<file path="src/rtl/measurement_stream_sender_pkg.sv">
// Shared constants for the host-to-controller measurement byte stream.
// Holds the message codes, the sender state encoding and a byte-count helper.
package measurement_stream_sender_pkg;

    localparam logic [7:0] START_DECODING_MSG      = 8'h01;
    localparam logic [7:0] MEASUREMENT_DATA_HEADER = 8'h02;

    localparam logic [2:0] ST_IDLE        = 3'd0;
    localparam logic [2:0] ST_SEND_START  = 3'd1;
    localparam logic [2:0] ST_SEND_HEADER = 3'd2;
    localparam logic [2:0] ST_LOAD_ROUND  = 3'd3;
    localparam logic [2:0] ST_SEND_ROUND  = 3'd4;
    localparam logic [2:0] ST_WAIT_RESULT = 3'd5;

    typedef enum logic [2:0] {
        S_IDLE        = ST_IDLE,
        S_SEND_START  = ST_SEND_START,
        S_SEND_HEADER = ST_SEND_HEADER,
        S_LOAD_ROUND  = ST_LOAD_ROUND,
        S_SEND_ROUND  = ST_SEND_ROUND,
        S_WAIT_RESULT = ST_WAIT_RESULT
    } sender_state_e;

    function automatic int bytes_for(input int bits);
        return (bits + 7) / 8;
    endfunction

endpackage

</file>
<file path="src/rtl/measurement_stream_sender_if.sv">
// Byte stream from the sender to the controller's input port.
interface measurement_stream_sender_if;
    logic [7:0] tx_data;
    logic       tx_valid;
    logic       tx_ready;

    modport master (output tx_data, output tx_valid, input tx_ready);
    modport slave  (input tx_data, input tx_valid, output tx_ready);
endinterface

</file>
<file path="src/rtl/measurement_stream_sender_byte_serializer.sv">
// Round buffer and byte output stage: emits the latched round LSB-first and
// muxes in the control bytes (start / header) supplied by the sequencer.
module measurement_stream_sender_byte_serializer
    import measurement_stream_sender_pkg::*;
#(
    parameter int PU_COUNT        = 6,
    parameter int BYTES_PER_ROUND = bytes_for(PU_COUNT)
) (
    input  logic                clk,
    input  logic                rst_n,
    input  logic                i_load,
    input  logic [PU_COUNT-1:0] i_round_data,
    input  logic                i_round_active,
    input  logic                i_ctrl_valid,
    input  logic [7:0]          i_ctrl_byte,
    output logic                o_last_done,
    measurement_stream_sender_if.master tx
);

    localparam int BUF_W = BYTES_PER_ROUND * 8;
    localparam int CNT_W = (BYTES_PER_ROUND > 1) ? $clog2(BYTES_PER_ROUND) : 1;
    localparam logic [CNT_W-1:0] LAST_IDX = CNT_W'(BYTES_PER_ROUND - 1);

    logic [BUF_W-1:0] r_buf;
    logic [CNT_W-1:0] r_byte_cnt;
    logic [BUF_W-1:0] w_shifted;
    logic             w_xfer;

    assign w_shifted   = r_buf >> {r_byte_cnt, 3'b000};
    assign w_xfer      = i_round_active & tx.tx_ready;
    assign o_last_done = w_xfer & (r_byte_cnt == LAST_IDX);

    assign tx.tx_valid = i_round_active | i_ctrl_valid;
    assign tx.tx_data  = i_round_active ? w_shifted[7:0] : i_ctrl_byte;

    // Counter returns to 0 after the last byte so it never indexes past the buffer.
    always_ff @(posedge clk or negedge rst_n) begin
        if (!rst_n) begin
            r_buf      <= '0;
            r_byte_cnt <= '0;
        end else if (i_load) begin
            r_buf      <= BUF_W'(i_round_data);
            r_byte_cnt <= '0;
        end else if (o_last_done) begin
            r_byte_cnt <= '0;
        end else if (w_xfer) begin
            r_byte_cnt <= r_byte_cnt + 1'b1;
        end
    end

endmodule

</file>
<file path="src/rtl/measurement_stream_sender.sv">
// Host-side sender: START message on command, or header plus GRID_WIDTH_U
// packed rounds, then waits for the controller result and reports latency.
module measurement_stream_sender
    import measurement_stream_sender_pkg::*;
#(
    parameter int GRID_WIDTH_X   = 3,
    parameter int GRID_WIDTH_Z   = 2,
    parameter int GRID_WIDTH_U   = 3,
    parameter int TIMEOUT_CYCLES = 4096
) (
    input  logic                                 clk,
    input  logic                                 reset_n,
    input  logic                                 i_start_cmd,
    input  logic [GRID_WIDTH_X*GRID_WIDTH_Z-1:0] i_round_data,
    input  logic                                 i_round_valid,
    output logic                                 o_round_ready,
    measurement_stream_sender_if.master          tx,
    input  logic                                 i_result_valid,
    output logic                                 o_busy,
    output logic [31:0]                          o_latency,
    output logic                                 o_latency_valid,
    output logic                                 o_timeout_err
);

    localparam int PU_COUNT_PER_ROUND = GRID_WIDTH_X * GRID_WIDTH_Z;
    localparam int BYTES_PER_ROUND    = bytes_for(PU_COUNT_PER_ROUND);
    localparam int RC_W               = (GRID_WIDTH_U > 1) ? $clog2(GRID_WIDTH_U) : 1;
    localparam logic [RC_W-1:0] LAST_ROUND = RC_W'(GRID_WIDTH_U - 1);
    localparam logic [31:0]     TIMEOUT    = 32'(TIMEOUT_CYCLES);

    sender_state_e r_state;
    sender_state_e w_state_next;

    logic [RC_W-1:0] r_round_cnt;
    logic [31:0]     r_wait_cnt;
    logic [31:0]     w_wait_inc;
    logic [31:0]     r_latency;
    logic            r_latency_valid;
    logic            r_timeout_err;

    logic            w_load;
    logic            w_round_active;
    logic            w_ctrl_valid;
    logic [7:0]      w_ctrl_byte;
    logic            w_last_done;
    logic            w_result_hit;
    logic            w_timeout_hit;
    logic            w_clr_err;

    assign w_wait_inc     = (r_wait_cnt == '1) ? r_wait_cnt : r_wait_cnt + 32'd1;
    assign w_round_active = (r_state == S_SEND_ROUND);
    assign w_ctrl_valid   = (r_state == S_SEND_START) | (r_state == S_SEND_HEADER);
    assign w_ctrl_byte    = (r_state == S_SEND_START)  ? START_DECODING_MSG :
                            (r_state == S_SEND_HEADER) ? MEASUREMENT_DATA_HEADER : 8'h00;
    assign o_round_ready  = (r_state == S_LOAD_ROUND);
    assign w_load         = o_round_ready & i_round_valid;

    assign o_busy          = (r_state != S_IDLE);
    assign o_latency       = r_latency;
    assign o_latency_valid = r_latency_valid;
    assign o_timeout_err   = r_timeout_err;

    measurement_stream_sender_byte_serializer #(
        .PU_COUNT        (PU_COUNT_PER_ROUND),
        .BYTES_PER_ROUND (BYTES_PER_ROUND)
    ) u_serializer (
        .clk            (clk),
        .rst_n          (reset_n),
        .i_load         (w_load),
        .i_round_data   (i_round_data),
        .i_round_active (w_round_active),
        .i_ctrl_valid   (w_ctrl_valid),
        .i_ctrl_byte    (w_ctrl_byte),
        .o_last_done    (w_last_done),
        .tx             (tx)
    );

    always_ff @(posedge clk or negedge reset_n) begin
        if (!reset_n) r_state <= S_IDLE;
        else          r_state <= w_state_next;
    end

    always_comb begin
        w_state_next  = r_state;
        w_result_hit  = 1'b0;
        w_timeout_hit = 1'b0;
        w_clr_err     = 1'b0;
        case (r_state)
            S_IDLE: begin
                if (i_start_cmd) begin
                    w_state_next = S_SEND_START;
                    w_clr_err    = 1'b1;
                end else if (i_round_valid) begin
                    w_state_next = S_SEND_HEADER;
                end
            end
            S_SEND_START: if (tx.tx_ready) w_state_next = S_IDLE;
            S_SEND_HEADER: if (tx.tx_ready) w_state_next = S_LOAD_ROUND;
            S_LOAD_ROUND: begin
                if (i_round_valid) begin
                    w_state_next = S_SEND_ROUND;
                    w_clr_err    = 1'b1;
                end
            end
            S_SEND_ROUND: begin
                if (w_last_done)
                    w_state_next = (r_round_cnt == LAST_ROUND) ? S_WAIT_RESULT : S_LOAD_ROUND;
            end
            S_WAIT_RESULT: begin
                // A result arriving on the timeout cycle still counts as a result.
                if (i_result_valid) begin
                    w_result_hit = 1'b1;
                    w_state_next = S_IDLE;
                end else if (w_wait_inc >= TIMEOUT) begin
                    w_timeout_hit = 1'b1;
                    w_state_next  = S_IDLE;
                end
            end
            default: w_state_next = S_IDLE;
        endcase
    end

    always_ff @(posedge clk or negedge reset_n) begin
        if (!reset_n) begin
            r_round_cnt     <= '0;
            r_wait_cnt      <= '0;
            r_latency       <= '0;
            r_latency_valid <= 1'b0;
            r_timeout_err   <= 1'b0;
        end else begin
            r_latency_valid <= 1'b0;
            if (w_clr_err)     r_timeout_err <= 1'b0;
            if (w_timeout_hit) r_timeout_err <= 1'b1;
            if (w_result_hit) begin
                r_latency       <= w_wait_inc;
                r_latency_valid <= 1'b1;
            end
            r_wait_cnt <= (r_state == S_WAIT_RESULT) ? w_wait_inc : 32'd0;
            if (w_state_next == S_IDLE)
                r_round_cnt <= '0;
            else if (w_last_done && (r_round_cnt != LAST_ROUND))
                r_round_cnt <= r_round_cnt + 1'b1;
        end
    end

endmodule

</file>
<file path="src/flat_wrapper.sv">
// flat-port wrapper written by rule: the top's interface ports become plain ports
module measurement_stream_sender_flat import measurement_stream_sender_pkg::*;
#(
    parameter int GRID_WIDTH_X   = 3,
    parameter int GRID_WIDTH_Z   = 2,
    parameter int GRID_WIDTH_U   = 3,
    parameter int TIMEOUT_CYCLES = 4096
)
  (clk, reset_n, i_start_cmd, i_round_data, i_round_valid, o_round_ready, i_result_valid, o_busy, o_latency, o_latency_valid, o_timeout_err, tx_tx_data, tx_tx_valid, tx_tx_ready);
  measurement_stream_sender_if tx_i ();
  input  logic clk;
  input  logic reset_n;
  input  logic i_start_cmd;
  input  logic [GRID_WIDTH_X*GRID_WIDTH_Z-1:0] i_round_data;
  input  logic i_round_valid;
  output logic o_round_ready;
  input  logic i_result_valid;
  output logic o_busy;
  output logic [31:0] o_latency;
  output logic o_latency_valid;
  output logic o_timeout_err;
  output wire logic [$bits(tx_i.tx_data)-1:0] tx_tx_data;
  output wire logic [$bits(tx_i.tx_valid)-1:0] tx_tx_valid;
  input wire logic [$bits(tx_i.tx_ready)-1:0] tx_tx_ready;
  assign tx_tx_data = tx_i.tx_data;
  assign tx_tx_valid = tx_i.tx_valid;
  assign tx_i.tx_ready = tx_tx_ready;
  measurement_stream_sender #(.GRID_WIDTH_X(GRID_WIDTH_X), .GRID_WIDTH_Z(GRID_WIDTH_Z), .GRID_WIDTH_U(GRID_WIDTH_U), .TIMEOUT_CYCLES(TIMEOUT_CYCLES)) u_core (.clk(clk), .reset_n(reset_n), .i_start_cmd(i_start_cmd), .i_round_data(i_round_data), .i_round_valid(i_round_valid), .o_round_ready(o_round_ready), .tx(tx_i), .i_result_valid(i_result_valid), .o_busy(o_busy), .o_latency(o_latency), .o_latency_valid(o_latency_valid), .o_timeout_err(o_timeout_err));
endmodule
</file>
<file path="config.mk">
export PLATFORM = sky130hd
export DESIGN_NAME = measurement_stream_sender_flat
export DESIGN_NICKNAME = d
export VERILOG_FILES = /design/src/rtl/measurement_stream_sender_pkg.sv /design/src/rtl/measurement_stream_sender_if.sv /design/src/rtl/measurement_stream_sender_byte_serializer.sv /design/src/rtl/measurement_stream_sender.sv /design/src/flat_wrapper.sv
export SDC_FILE = /design/constraint.sdc
export NUM_CORES = 1
export LEC_CHECK = 0
export CAP_MARGIN = 30
export CELL_PAD_IN_SITES_DETAIL_PLACEMENT = 1
export CELL_PAD_IN_SITES_GLOBAL_PLACEMENT = 2
export CORE_UTILIZATION = 30
export DETAILED_ROUTE_END_ITERATION = 8
export PLACE_DENSITY_LB_ADDON = 0.1
export SLEW_MARGIN = 15
export SYNTH_ARGS = -nofsm -noshare
export SYNTH_HDL_FRONTEND = slang
export SYNTH_HIERARCHICAL = 1
export SYNTH_SLANG_ARGS = --single-unit
</file>
<file path="constraint.sdc">
create_clock -name clk -period 2.5 [get_ports clk]
set_clock_uncertainty 0.05 [all_clocks]
set_input_delay 0.5 -clock clk [delete_from_list [all_inputs] [get_ports clk]]
set_output_delay 0.5 -clock clk [all_outputs]
set_load 0.01 [all_outputs]
</file>
# After elaboration in Yosys (flattened, before gate mapping)
# Index checks and enable logic that the tools add are counted.
# Widths: inputs -> output; s select.
op_classes:
  n_eq_ne: 8
  shift: 1
  add_sub_neg: 3
  n_reduce_logical: 7
  mux: 31
  mul: 0
  order_cmp: 1
  n_bitwise: 6
  div: 0
op_table:
  columns: ["cell", "n"]
  rows:
  - ["$mux 32", 2]
  - ["$add 32x1->32 const B", 1]
  - ["$eq 32x32->1 const B", 1]
  - ["$ge 32x13->1 const B", 1]
  - ["$mux 3", 9]
  - ["$pmux 3 s6", 1]
  - ["$mux 8", 2]
  - ["$mux 1", 13]
  - ["$shr 6x4->8", 1]
  - ["$eq 3x2->1 const B", 2]
  - ["$eq 3x3->1 const B", 2]
  - ["$logic_not 3->1", 2]
  - ["$mux 2", 3]
  - ["$reduce_bool 3->1", 2]
  - ["$reduce_bool 2->1", 2]
  - ["$and 1x1->1", 3]
  - ["$eq 3x1->1 const B", 1]
  - ["$add 2x1->2 const B", 1]
  - ["$eq 2x2->1 const B", 1]
  - ["$ne 2x2->1 const B", 1]
  - ["$or 1x1->1", 2]
  - ["$pmux 1 s2", 1]
  - ["$add 1x1->1 const B", 1]
  - ["$logic_and 1x1->1", 1]
  - ["$not 1->1", 1]
totals:
  n_memories: 0
  romBits: 0
  ff_bits: 78
  latchBits: 0
  ramBits: 0

# Depth between registers and ports, before layout
depth:
  word_depth: 8
  depth_mapped: 9

# Modules after synthesis
# The synthesis kept the hierarchy.
modules_own_cells:
  columns: ["mod", "seq_area_each_um2", "instances", "cells_each", "area_each_um2"]
  rows:
  - ["measurement_stream_sender", 1776.7, 1, 402, 3598.5]
  - ["measurement_stream_sender_byte_serializer", 175.2, 1, 28, 382.9]

# Worst setup path before layout
# Ideal clock, no wire load.
synth_path:
  path_type: "register -> register"
  start: "reg u_core.r_wait_cnt[0]"
  end: "reg u_core.r_timeout_err (netlist: u_core/o_timeout_err)"
  stages_incl_launch_ff: 10
  t_required_ns: 2.321
  setup_slack_ns: -0.005
  n_path_buf: 1
  arrival_ns: 2.326
  cell_sequence: "dfrtp_1 > ha_1 > nand3_1 > clkbuf_8 > nor4_1 > and4_1 > o22ai_1 > nor4_4 > and3_2 > o31ai_1"
synth_via:
  elab_chain_cells: 7
synth_lines:
  columns: ["element", "line", "rtl"]
  rows:
  - ["start, declared", "measurement_stream_sender.sv:35", "logic [31:0] r_wait_cnt;"]
  - ["start signal, assigned", "measurement_stream_sender.sv:138", "r_wait_cnt <= (r_state == S_WAIT_RESULT) ? w_wait_inc : 32'd0;"]
  - ["$add 32x1->32 or $eq 32x32->1 (tied branches)", "measurement_stream_sender.sv:50", "assign w_wait_inc = (r_wait_cnt == '1) ? r_wait_cnt : r_wait_cnt + 32'd1;"]
  - ["$mux 32 (*)", "measurement_stream_sender.sv:50", null]
  - ["$ge 32x13->1 (*)", "measurement_stream_sender.sv:114", "end else if (w_wait_inc >= TIMEOUT) begin"]
  - ["$mux 1 (*)", "measurement_stream_sender.sv:114", null]
  - ["$mux 1 (*)", "measurement_stream_sender.sv:111", "if (i_result_valid) begin"]
  - ["$mux 1 (*)", "measurement_stream_sender.sv:88", "case (r_state)"]
  - ["$mux 1 or $reduce_bool 2->1 (tied branches)", null, null]
  - ["end signal, assigned", "measurement_stream_sender.sv:129", "r_timeout_err <= 1'b0;"]
  - ["end signal, assigned", "measurement_stream_sender.sv:132", "if (w_clr_err) r_timeout_err <= 1'b0;"]
  - ["end signal, assigned", "measurement_stream_sender.sv:133", "if (w_timeout_hit) r_timeout_err <= 1'b1;"]
  - ["end, declared", "measurement_stream_sender.sv:39", "logic r_timeout_err;"]
# Mark *: on every way between the ends. The rest lies on a longest branch, timed or not.
# A chain may end at the register's enable or synchronous reset.

# Final worst setup path
layout_path:
  start: "reg u_core.r_wait_cnt[4]"
  end: "reg u_core.r_round_cnt[1]"
layout_via:
  elab_chain_cells: 8
layout_lines:
  columns: ["element", "line", "rtl"]
  rows:
  - ["$add 32x1->32 or $eq 32x32->1 (tied branches)", "measurement_stream_sender.sv:50", null]
  - ["$mux 32 (*)", "measurement_stream_sender.sv:50", null]
  - ["$ge 32x13->1 (*)", "measurement_stream_sender.sv:114", null]
  - ["$mux 3 (*)", "measurement_stream_sender.sv:114", null]
  - ["$mux 3 (*)", "measurement_stream_sender.sv:111", null]
  - ["$pmux 3 s6 (*)", "measurement_stream_sender.sv:88", null]
  - ["$logic_not 3->1 (*)", "measurement_stream_sender.sv:139", "if (w_state_next == S_IDLE)"]
  - ["$mux 2 or $reduce_bool 2->1 (tied branches)", null, null]
  - ["end signal, assigned", "measurement_stream_sender.sv:142", "r_round_cnt <= r_round_cnt + 1'b1;"]
  - ["end, declared", "measurement_stream_sender.sv:34", "logic [RC_W-1:0] r_round_cnt;"]
# Marks and branches as above.

==> results.sh <==
export IMPL_combPwrFrac=0.236
export IMPL_wire_per_inst_um=15.35
export IMPL_drt_iter0_drc=101
export IMPL_totalWireLength_um=11180
export IMPL_numCtsBuffers=9
export IMPL_rsz0062_at_grt="true"
export IMPL_hold_path_class="input port to async pin"
export IMPL_synth_top_family_by_area="simple AND/OR/NAND/NOR gates"
export IMPL_clock_power_share=0.360
export IMPL_top_usage_layer="met2"
export IMPL_setup_viol=3
export IMPL_clock_sinks=78
export IMPL_ys_ff_latch=78
export IMPL_synthXorXnorAreaFrac=0.04180
export IMPL_synth_warning_count=6
export IMPL_crit_required_ns=2.72
export IMPL_peakVddDrop_mv=0.4567
export IMPL_drc_errors=0
export IMPL_cp_start_kind="register"
export IMPL_failed_checks="negative setup slack"
export IMPL_grt_max_degree=60
export IMPL_synth_top_area_cell="dfrtp_1"
export IMPL_cp_arrival_ns=2.78
export IMPL_switching_share=0.2765
export IMPL_fin_ws_ns=-0.06158
export IMPL_hold_worst_slack_ns=0.1866
export IMPL_detailroute_via_count=3553
export IMPL_grtUsageMet3=0.04377
export IMPL_yosys_area_share_adder=0.006285
export IMPL_ant_nets=0
export IMPL_track_usage=0.1776
export IMPL_use_met2=0.2902
export IMPL_grt_pass1_vias=3624
export IMPL_dieWidth_um=117.2
export IMPL_grt_overflow=0
export IMPL_post_route_period_util=1.025
export IMPL_p_leak_nw=2.552
export IMPL_io_pins=57
export IMPL_synth_enable_flop_cells=0
export IMPL_netSwitchingPower_uw=993.0
export IMPL_rows=41
export IMPL_routed_via_density=4.880
export IMPL_fmax_mhz=390.4
export IMPL_die_h_um=117.2
export IMPL_syn_area_per_cell_um2=9.259
export IMPL_synthArstFlopShare=1.000
export IMPL_clockRootBuffer="clkbuf_16"
export IMPL_drtPass1Iterations=4
export IMPL_critPathMaxFanout=6
export IMPL_place_congestion=0.8110
export IMPL_fin_cells=728
export IMPL_clockBufferDepth=2
export IMPL_cts_hold_buf=0
export IMPL_antenna_found_initial=0
export IMPL_p_int_mw=2.598
export IMPL_start_util=0.3117
export IMPL_yosys_top_cells_area="dfrtp_1 49%, nor2_1 6.1%, o21ai_0 5.4%"
export IMPL_cp_end_kind="register"
export IMPL_grt_pass1_wl_um=18420
export IMPL_synth_distinct_cells=58
export IMPL_io_buffers=54
export IMPL_fillers=1469
export IMPL_crit_type="register to register"
export IMPL_max_cap_violations=0
export IMPL_reg2regPathDepth=8
export IMPL_synthCells=430
export IMPL_drive_gt1_frac=0.2446
export IMPL_synthSimpleGateAreaFrac=0.2599
export IMPL_layout_nets=565
export IMPL_hpwl_um=8127
export IMPL_worstMarginPinSlew_ns=0.7635
export IMPL_die_area_um2=13740
export IMPL_clk_latency_ns=0.34
export IMPL_seqPwrFrac=0.404
export IMPL_rrSetupSlack_ns=-0.06
export IMPL_cts_tree="built"
export IMPL_area_growth_pct=41.83
export IMPL_htree_levels=3
export IMPL_hold_viol=0
export IMPL_core_um2=12770
export IMPL_diodes=0
export IMPL_synth_mux_area_frac=0.04023
export IMPL_maxSlewViolCount=0
export IMPL_cts_reportedPaths_clkPinSlew_ns=0.06
export IMPL_fin_crit_ns=2.562
export IMPL_synth_main_ff_cell="dfrtp_1"
export IMPL_synth_top_area_share=0.4903
export IMPL_placedCellCount=701
export IMPL_maxSlewHeadroom=0.4910
export IMPL_netlist_area_um2=3981
export IMPL_met1_usage=0.2256
export IMPL_outcome="complete, but fails checks"
export IMPL_synth_compound_area_share=0.1223
export IMPL_ys_seq_area_frac=0.4903
export IMPL_p_per_area_nw_per_um2=635.9
stage by stage:
stage / worst slack, ns / power [mW] / TNS, ns / area (um^2) / utilization
2_1_floorplan: 0.08319 / 1.911 / 0 / 4006 / -
3_3_place_gp: -0.02761 / 2.237 / -0.07783 / 5135 / 0.4020
3_5_place_dp: -0.1550 / 2.259 / -0.4785 / 5135 / 0.4020
4_1_cts: -0.05258 / 3.608 / -0.06800 / 5485 / 0.4294
5_1_grt: -0.1518 / 3.797 / -0.5389 / 5647 / 0.4421
6_report: -0.06158 / 3.591 / -0.1602 / 5647 / 0.4421
placed cells by master, fill, tap and decap left out, types with 6 or more instances in the layout:
| master | count |
|---|---|
| nand3_1 | 12 |
| clkbuf_16 | 9 |
| dfrtp_1 | 75 |
| o21ai_0 | 43 |
| nand4_1 | 10 |
| mux2i_1 | 7 |
| conb_1 | 6 |
| nor2_1 | 65 |
| a22o_1 | 6 |
| nor3_1 | 11 |
| clkdlybuf4s50_1 | 46 |
| mux2_4 | 6 |
| xor2_1 | 10 |
| xnor2_1 | 9 |
| nand2_1 | 51 |
| buf_4 | 76 |
| inv_1 | 9 |
final cells by class:
type,instances,area [um^2],share of cell area
Clock buffer,13,250.2,0.04432
Clock inverter,3,43.79,0.007755
Inverter,10,37.54,0.006647
Multi-Input combinational cell,322,2022,0.3581
Sequential cell,78,1956,0.3463
Tap cell,172,215.2,0.03811
Timing Repair Buffer,130,1122,0.1988
layer usage:
| metal | vias up | share of wire |
|---|---|---|
| li1 | 1731 | - |
| met1 | 1755 | 0.45 |
| met2 | 53 | 0.50 |
| met3 | 14 | 0.034 |
| met4 | 0 | 0.018 |
| met5 | - | 0 |
sequential cells by signal (all words and copies together), names as in the netlist:
signal,count
u_core/o_timeout_err,1
u_core/o_latency,32
u_core/u_serializer/r_byte_cnt,1
u_core/r_round_cnt,2
u_core/o_latency_valid,1
u_core/r_wait_cnt,32
u_core/r_state,3
u_core/u_serializer/r_buf,6
kinds of logic (layout without fill, tap and decap cells):
family | count (synthesis) | count (layout)
AND/OR/NAND/NOR | 203 | 203
AO/OA/AOI/OAI | 79 | 79
flip-flops | 78 | 78
buffers and inverters | 35 | 156
XOR/XNOR | 19 | 19
multiplexers | 13 | 13
adder cells (fa/ha/maj) | 2 | 2
other | 1 | 6
power by group through the flow:
stage	combinational, mW	clock [mW]	sequential (mW)
2_1_floorplan	0.489	0	1.42
3_3_place_gp	0.781	0	1.46
3_5_place_dp	0.798	0	1.46
4_1_cts	0.811	1.35	1.45
5_1_grt	0.938	1.40	1.46
6_report	0.847	1.29	1.45
what timing repair did:
action	4_1_cts	5_1_grt
setup buffers	3	8
setup endpoints to repair	13	20
gates cloned	0	0
pin swaps	6	5
gates resized for setup	11	22
worst max-delay path, stage by stage (launching register included):
cell and delay [ns]:
dfrtp_1 0.36, nand4_1 0.09, buf_4 0.17, or4_1 0.51, or4_4 0.52, a22oi_2 0.14, and4bb_2 0.33, a41oi_4 0.16
a21oi_2 0.16
cell usage after synthesis, types with 4 or more instances:
cell type / instances
nor2_1: 65
nand2_1: 52
a21oi_1: 6
nor2b_1: 4
dfrtp_1: 78
xor2_1: 10
or4_1: 5
nor4_1: 7
and3_1: 5
a31oi_1: 5
or2_2: 5
clkbuf_1: 20
a22o_1: 6
nand3_1: 12
nor3_1: 13
inv_1: 9
o21ai_0: 43
mux2i_1: 7
xnor2_1: 9
nand4_1: 10
mux2_4: 6
path summary, 6_finish.rpt:
| check | from | end |
|---|---|---|
| hold reg to reg | u_core/o_latency[14] | u_core/o_latency[14] |
| max in group asynchronous | reset_n | u_core/o_latency[5] |
| min in group clk | u_core/o_latency[14] | u_core/o_latency[14] |
| setup reg to reg | u_core/r_wait_cnt[4] | u_core/r_round_cnt[1] |
| hold / removal | reset_n | u_core/o_latency[24] |
| setup / recovery | u_core/r_wait_cnt[4] | u_core/r_round_cnt[1] |
(Power assumes the default switching activity.)
